`src/rtl/timer_counter.sv`:
```
`default_nettype none
// ============================================================================
// Module   : timer_counter
// Purpose  : Memory-mapped 32-bit countdown timer with a level interrupt.
//            Decodes TC_i_Addr[3:2]: 0 CTRL, 1 PRESET, 2 COUNT (read-only),
//            3 reserved (reads 0, writes ignored).
//            CTRL[0] EN, CTRL[2:1] MODE (01 auto-reload, else one-shot),
//            CTRL[3] IM (interrupt enable).
// Ports    : TC_i_clk       - system clock, rising edge
//            TC_i_reset_n   - asynchronous active-low reset
//            TC_i_Addr      - byte address, only bits [3:2] decoded
//            TC_i_WEnable   - write strobe
//            TC_i_WData     - write data
//            TC_o_RData     - combinational read data for TC_i_Addr
//            TC_o_IRQ       - interrupt request (pending & IM)
// Revision : 1.0 - initial release
// ============================================================================
module timer_counter (
    input  logic        TC_i_clk,
    input  logic        TC_i_reset_n,
    input  logic [31:0] TC_i_Addr,
    input  logic        TC_i_WEnable,
    input  logic [31:0] TC_i_WData,
    output logic [31:0] TC_o_RData,
    output logic        TC_o_IRQ
);

    localparam logic [1:0] ADDR_CTRL   = 2'd0;
    localparam logic [1:0] ADDR_PRESET = 2'd1;
    localparam logic [1:0] ADDR_COUNT  = 2'd2;
    localparam logic [1:0] MODE_AUTO   = 2'b01;

    typedef enum logic [1:0] {
        ST_IDLE = 2'd0,
        ST_LOAD = 2'd1,
        ST_CNT  = 2'd2,
        ST_INT  = 2'd3
    } state_t;

    state_t      state, state_next;
    logic [3:0]  ctrl, ctrl_next;
    logic [31:0] preset, preset_next;
    logic [31:0] count, count_next;
    logic        pending, pending_next;

    logic [1:0]  reg_sel;
    logic        ctrl_wr;
    logic        preset_wr;
    logic        en;
    logic        auto_mode;
    logic        pending_set;
    logic        pending_auto_clr;
    logic        en_clear;
    logic        unused_addr_bits;

    assign reg_sel          = TC_i_Addr[3:2];
    assign unused_addr_bits = ^{TC_i_Addr[31:4], TC_i_Addr[1:0]};
    assign ctrl_wr          = TC_i_WEnable && (reg_sel == ADDR_CTRL);
    assign preset_wr        = TC_i_WEnable && (reg_sel == ADDR_PRESET);
    assign en               = ctrl[0];
    // MODE 1x behaves like one-shot, so only the exact 01 pattern reloads.
    assign auto_mode        = (ctrl[2:1] == MODE_AUTO);

    // State register and all architectural registers.
    always_ff @(posedge TC_i_clk or negedge TC_i_reset_n) begin
        if (!TC_i_reset_n) begin
            state   <= ST_IDLE;
            ctrl    <= 4'h0;
            preset  <= 32'h0;
            count   <= 32'h0;
            pending <= 1'b0;
        end else begin
            state   <= state_next;
            ctrl    <= ctrl_next;
            preset  <= preset_next;
            count   <= count_next;
            pending <= pending_next;
        end
    end

    // Next-state and register update logic.
    always_comb begin
        state_next       = state;
        count_next       = count;
        pending_set      = 1'b0;
        pending_auto_clr = 1'b0;
        en_clear         = 1'b0;

        case (state)
            ST_IDLE: begin
                if (en) begin
                    state_next = ST_LOAD;
                end
            end
            ST_LOAD: begin
                if (!en) begin
                    state_next = ST_IDLE;
                end else begin
                    count_next = preset;
                    state_next = ST_CNT;
                end
            end
            ST_CNT: begin
                if (!en) begin
                    state_next = ST_IDLE;
                end else if (count > 32'd1) begin
                    count_next = count - 32'd1;
                end else begin
                    // Covers COUNT==0 too, so PRESET=0 acts as PRESET=1
                    // and the counter never wraps.
                    count_next  = 32'h0;
                    pending_set = 1'b1;
                    state_next  = ST_INT;
                end
            end
            ST_INT: begin
                state_next = ST_IDLE;
                if (auto_mode) begin
                    pending_auto_clr = 1'b1;
                end else begin
                    en_clear = 1'b1;
                end
            end
            default: begin
                state_next = ST_IDLE;
            end
        endcase

        // Software writes override the one-shot EN auto-clear.
        if (ctrl_wr) begin
            ctrl_next = TC_i_WData[3:0];
        end else if (en_clear) begin
            ctrl_next = {ctrl[3:1], 1'b0};
        end else begin
            ctrl_next = ctrl;
        end

        preset_next = preset_wr ? TC_i_WData : preset;

        // A set in the same cycle as a clear wins so no interrupt is lost.
        if (pending_set) begin
            pending_next = 1'b1;
        end else if ((ctrl_wr && TC_i_WData[0]) || preset_wr || pending_auto_clr) begin
            pending_next = 1'b0;
        end else begin
            pending_next = pending;
        end
    end

    // Read mux reflects register contents before any same-cycle write.
    always_comb begin
        TC_o_RData = 32'h0;
        case (reg_sel)
            ADDR_CTRL:   TC_o_RData = {28'h0, ctrl};
            ADDR_PRESET: TC_o_RData = preset;
            ADDR_COUNT:  TC_o_RData = count;
            default:     TC_o_RData = 32'h0;
        endcase
    end

    assign TC_o_IRQ = pending & ctrl[3];

endmodule
`default_nettype wire

```
`config.mk`:
```
export PLATFORM = sky130hd
export DESIGN_NAME = timer_counter
export DESIGN_NICKNAME = d
export VERILOG_FILES = /design/src/rtl/timer_counter.sv
export SDC_FILE = /design/constraint.sdc
export NUM_CORES = 1
export LEC_CHECK = 0
export CAP_MARGIN = 25
export CORE_MARGIN = 1.5
export CORE_UTILIZATION = 45
export CTS_CLUSTER_DIAMETER = 120
export DETAILED_ROUTE_END_ITERATION = 8
export GPL_ROUTABILITY_DRIVEN = 0
export PLACE_DENSITY = 0.74
export SLEW_MARGIN = 20
export SYNTH_ARGS = -nofsm -noshare
export SYNTH_HDL_FRONTEND = slang
export SYNTH_SLANG_ARGS = --single-unit
```
`constraint.sdc`:
```
create_clock -name TC_i_clk -period 4.15 [get_ports TC_i_clk]
set_clock_uncertainty 0.15 [all_clocks]
set_input_delay 0.6225 -clock TC_i_clk [delete_from_list [all_inputs] [get_ports TC_i_clk]]
set_output_delay 0.6225 -clock TC_i_clk [all_outputs]
set_load 0.005 [all_outputs]
```
==> impl_metrics.tcl, run 1 <==
set metrics [dict create \
    wl_met1_mm 4.78 \
    synth_top_area_frac 0.445 \
    synth_common_cells "71 x dfrtp_1, 35 x a22o_1, 35 x mux2_2" \
    finalPower_mw 2.97 \
    critPathBufInv 3 \
    outcome "finished, final reports clean" \
    route.met3.wl_um 642 \
    antennaDiodeCount 0 \
    clock_latency_ns 0.35 \
    cts_resized 0 \
    ys_warn_count 0 \
    core-area_um2 8680 \
    yosys.area_share.xor_xnor 0.00219 \
    cp_max_fo 14 \
    startpoint_type "primary input" \
    wl_per_cell_um 17.9 \
    setup_tns_ns 0 \
    postRouteAntennaNets 0 \
    synth_area_leaders "dfrtp_1 45%, mux2_2 9.9%, a22o_1 7.7%, o21ai_0 3.3%, clkbuf_1 2.3%" \
    wirelength_mm 10.3 \
    r2r_start "count[0]" \
    p_leak_nw 2.02 \
    drc 0 \
    grt_pass1_vias 3477 \
    hp-class "primary input to asynchronous set/reset pin" \
    ys_dominant_reg_cell "dfrtp_1" \
    dpl.hpwl_mm 7.05 \
    start_util 0.460 \
    nets 530 \
    worst_pin_slew_ns 0.833 \
    pwr-share-comb 0.361 \
    grt_antenna_before_repair 0 \
    synthSimpleGateAreaFrac 0.182 \
    ir_drop_mv 0.280 \
    whs_ns 0.162 \
    crit_path_frequent_cell "clkdlybuf4s50_1" \
    maxSlewHeadroom 0.444 \
    routed.top_layer "met4" \
    drt_iter0_drc 278 \
    port_buffers 69 \
    max_stage_delay_ns 0.68 \
    num_vias 3557 \
    period_share 0.787 \
    grt_start_max_net_pins 44 \
    clockBufferDepth 2 \
    synth_edf_count 0 \
    setup_viol 0 \
    fp.dieH_um 97.2 \
    area_growth_pct 25.6 \
    cts_tree "yes" \
    worstPathCellList "clkdlybuf4s50_1 -> nor2b_2 -> buf_4 -> a22o_1 -> clkdlybuf4s50_1" \
    io_pins 100 \
    synth_top_cell_by_area "dfrtp_1" \
    synth_compound_area_frac 0.212 \
    synth_nets 471 \
    syn_area_um2 3990 \
    path_clk_slew_ns 0.07 \
    crit_arrival_ns 2.49 \
    synth_top_family_by_area "compound AO/OA/AOI/OAI gates" \
    rsz0062_at_grt "no" \
    cap_viol_max_count 0 \
    regArea_um2 1780 \
    p_clk_frac 0.230 \
    crit_family "buffers and inverters" \
    grt_first_pass_wirelength_mm 17.5 \
    cts.sinks 71 \
    crit_required_ns 3.38 \
    switching_share 0.376 \
    nFillCells 784 \
    power_density_nw_per_um2 593 \
    syn_area_per_cell_um2 9.93 \
    cts_hold_buffers 0 \
    cp_slowest_cell "clkdlybuf4s50_1" \
    firstDrtPassIters 4 \
    gr-total-overflow 0 \
    std_cell_rows 34 \
    muxShareOfSynthArea 0.116 \
    maxSlewViolCount 0 \
    layout-drive-gt1-share 0.146 \
    period_needed_ns 3.26 \
    cts_buffers 9 \
    multi_input_area_um2 2070 \
    met2WireLength_mm 4.66 \
    syn_inst 402 \
    die_x_um 97.2 \
    crit_type "primary input to primary output" \
    yosys.cell_count.top_type "dfrtp_1" \
    grt_use_total 0.226 \
    power_frac_seq 0.409 \
    htreeDepth 3 \
    power.switching_mw 1.12 \
    postCtsSetupBuffers 0 \
    seq_area_frac_synth 0.445 \
    synth_fa_ha_area_frac 0.00627 \
    finalHoldViolCount 0 \
    drt-vias-per-instance 6.20 \
    ys_ff_latch 71 \
    crit_start "TC_i_Addr[3]" \
    synthArstFlopShare 1.00 \
    clockRootBuffer "clkbuf_8" \
    p_int_mw 1.86 \
    max_clock_freq_mhz 306 \
    synth.distinct_cells 49 \
    die-area_um2 9440 \
    cp-end-kind "primary output" \
]
## final timing paths
kind / to / slack (ns) / depth (start not counted)
hold / removal: preset[9] / 0.16 / 1
max in group asynchronous: count[23] / 2.66 / 2
setup reg to reg: count[7] / 1.16 / 7
min in group TC_i_clk: count[7] / 0.39 / 1
hold reg to reg: count[7] / 0.39 / 1
setup / recovery: TC_o_RData[6] / 0.89 / 5
## state kept, by name, summed over array words and instances (netlist names)
name and cells:
count 32, pending 1, ctrl 4, preset 32, state 2
## power groups by stage
stage	sequential, mW	clock (mW)	combinational [mW]
global placement	1.21	0	1.04
detailed placement	1.22	0	1.06
finish	1.22	0.684	1.07
floorplan	1.12	0	0.762
global route	1.25	0.726	1.20
CTS	1.21	0.690	1.07
## metrics by stage
stage	cells	cell area, um2	setup WS [ns]	utilization
floorplan	402	3990	1.59	-
global placement	558	4770	0.914	0.550
detailed placement	558	4770	0.927	0.550
CTS	574	5010	0.885	0.578
global route	574	5010	0.814	0.578
finish	574	5010	0.885	0.578
## final cells by class
class | instances | area share
tap | 108 | 0.0269
clock buffer | 10 | 0.0274
timing repair buffer | 78 | 0.150
inverter | 8 | 0.00599
clock inverter | 6 | 0.0215
multi-input combinational | 293 | 0.414
sequential | 71 | 0.354
## worst reg2reg max path, cell delays in order, from the launching register on
cell	delay, ns
dfrtp_1	0.45
inv_1	0.11
ha_1	0.39
nor2_1	0.10
nor4b_2	0.52
a31o_2	0.64
o21ai_0	0.21
a211o_1	0.33
## layer usage
layer | vias up | global-route usage
li1 | 1667 | -
met1 | 1732 | 0.323
met2 | 140 | 0.351
met3 | 18 | 0.0345
met4 | 0 | 0.0792
met5 | - | 0
## placed cells by master, fill, tap and decap left out, types with 3 or more instances in the layout
master	n
nor3_1	12
buf_4	9
bufinv_16	3
nand4_1	9
o41ai_1	4
dfrtp_1	71
nor2b_1	4
o31ai_1	3
nor4_1	8
o21ai_0	26
nand2_1	24
clkdlybuf4s50_1	68
clkbuf_8	10
nand3b_1	4
a22o_1	35
and3_1	8
nand3_1	17
a32oi_1	3
o211ai_1	6
a21oi_1	15
or3_1	7
mux2i_1	7
inv_1	8
a22oi_1	5
mux2_2	35
nor2_1	17
or4_1	9
## cells by family (layout without fill, tap and decap cells)
family	after synthesis	count (layout)
flops	71	71
buf+inv	38	102
compound gates	117	117
simple gates	131	131
mux	42	42
fa+ha+maj	2	2
xor+xnor	1	1
Power figures use the tool's default switching activity.
==> inputs of run 2 (changes only) <==
- PLACE_DENSITY: 0.74 -> 0.77
- clock period: 4.15 -> 2.7 ns (I/O delays scaled with it)
==> run 2 against run 1 <==
Register-to-register slack got worse by 1.1 ns; largest cell class unchanged; sequential power is 50% higher; count of clock-buffer cells in the layout is 4 higher; sequential share of layout area down 1.2 points; sequential cell count stayed put.
==> impl_metrics.tcl, run 2 (synthesis gave the netlist of run 1 again) <==
set metrics [dict create \
    rsz0062_at_grt "no" \
    wirelength_mm 10.6 \
    wl_per_cell_um 17.7 \
    cts_buffers 9 \
    period_share 0.966 \
    biggestRegsByFlops "count x32, preset x32, ctrl x4" \
    cts_tree "yes" \
    grt_first_pass_wirelength_mm 17.6 \
    grt_start_max_net_pins 38 \
    nets 556 \
    cts.sinks 71 \
    core-area_um2 8680 \
    crit_required_ns 2.84 \
    antennaDiodeCount 0 \
    nFillCells 759 \
    mostFrequentLayoutCells "71 x dfrtp_1, 66 x clkdlybuf4s50_1, 35 x a22o_1, 35 x mux2_2, 31 x buf_4" \
    power_density_nw_per_um2 871 \
    min-delay-start "count[7]" \
    drt-vias-per-instance 6.13 \
    clockBufferDepth 2 \
    startpoint_type "register" \
    crit_arrival_ns 2.75 \
    crit_start "count[22]" \
    port_buffers 69 \
    max_clock_freq_mhz 383 \
    worst_pin_slew_ns 0.588 \
    std_cell_rows 34 \
    r2r_start "count[22]" \
    postRouteAntennaNets 0 \
    die-area_um2 9440 \
    p_leak_nw 2.16 \
    finalHoldViolCount 0 \
    cp_slowest_cell "or4_4" \
    htreeDepth 3 \
    maxSlewHeadroom 0.606 \
    crit_path_frequent_cell "or4_1" \
    outcome "finished, final reports clean" \
    setup_viol 0 \
    postCtsSetupBuffers 0 \
    gr-total-overflow 0 \
    mostFrequentLayoutCell "dfrtp_1" \
    ir_drop_mv 0.426 \
    io_pins 100 \
    cp_max_fo 5 \
    regArea_um2 1780 \
    max_stage_delay_ns 0.59 \
    area_growth_pct 30.1 \
    grt_use_total 0.230 \
    grt_pass1_vias 3664 \
    maxSlewViolCount 0 \
    firstDrtPassIters 6 \
    layout-drive-gt1-share 0.184 \
    clock_latency_ns 0.35 \
    die_x_um 97.2 \
    drc 0 \
    cap_viol_max_count 0 \
    clockRootBuffer "clkbuf_8" \
    stdcell_count 598 \
    grt_antenna_before_repair 0 \
    hp-class "register to register" \
    fp.dieH_um 97.2 \
    start_util 0.460 \
    setup_tns_ns 0 \
    path_clk_slew_ns 0.08 \
    multi_input_area_um2 2070 \
    period_needed_ns 2.61 \
    dpl.hpwl_mm 7.34 \
    worstPathCellList "or4_4 -> or3_1 -> or4_1 -> or4_1 -> nand3_1" \
    num_vias 3665 \
    drt_iter0_drc 204 \
    place_inst 583 \
    crit_type "register to register" \
    cp-end-kind "register" \
]
-- run 2: path summary, 6_finish.rpt --
check | end | slack, ns | cells past startpoint
worst max-delay path | count[29] | 0.09 | 5
worst min-delay path | count[7] | 0.39 | 1
worst max register to register | count[29] | 0.09 | 5
worst min register to register | count[7] | 0.39 | 1
max in group asynchronous | count[2] | 1.55 | 3
min in group asynchronous | preset[11] | 0.49 | 3
-- run 2: final cells by class --
type / count / area share
tap: 108 / 0.0260
inverter: 8 / 0.00578
clock buffer: 14 / 0.0352
multi-input combinational: 293 / 0.400
timing repair buffer: 104 / 0.191
sequential: 71 / 0.342
-- run 2: per-stage QoR --
stage | util | worst slack (ns) | power, mW | hold slack [ns] | area (um2)
after floorplan | - | 0.163 | 2.90 | -0.0406 | 3990
after global placement | 0.576 | 0.119 | 3.64 | 0.330 | 4990
after detailed placement | 0.576 | 0.0690 | 3.71 | 0.339 | 4990
after CTS | 0.598 | 0.0520 | 4.53 | 0.385 | 5190
after global routing | 0.598 | 0.00226 | 4.84 | 0.411 | 5190
final | 0.598 | 0.0909 | 4.52 | 0.387 | 5190
-- run 2: worst max-delay path, delay by kind of cell, from the launching register on --
kind,cells,cell delay [ns]
flops,1,0.42
simple gates,5,1.98
-- run 2: where the power goes --
part           switching, mW  internal [mW]
logic                  0.938          0.954
registers              0.410           1.42
clock network          0.378          0.425
total                   1.73           2.79
-- run 2: routing by layer --
layer | track usage | up-vias | wire (um)
li1 | - | 1714 | -
met1 | 0.310 | 1800 | 4830
met2 | 0.363 | 138 | 4990
met3 | 0.0604 | 13 | 578
met4 | 0.0725 | 0 | 163
met5 | 0 | - | 0
-- run 2: repair_timing --
| item | in CTS | in global routing |
|---|---|---|
| gates resized for setup | 0 | 2 |
| hold buffers | 1 | 0 |
| setup endpoints to repair | 0 | 2 |
| hold endpoints to repair | 71 | 0 |
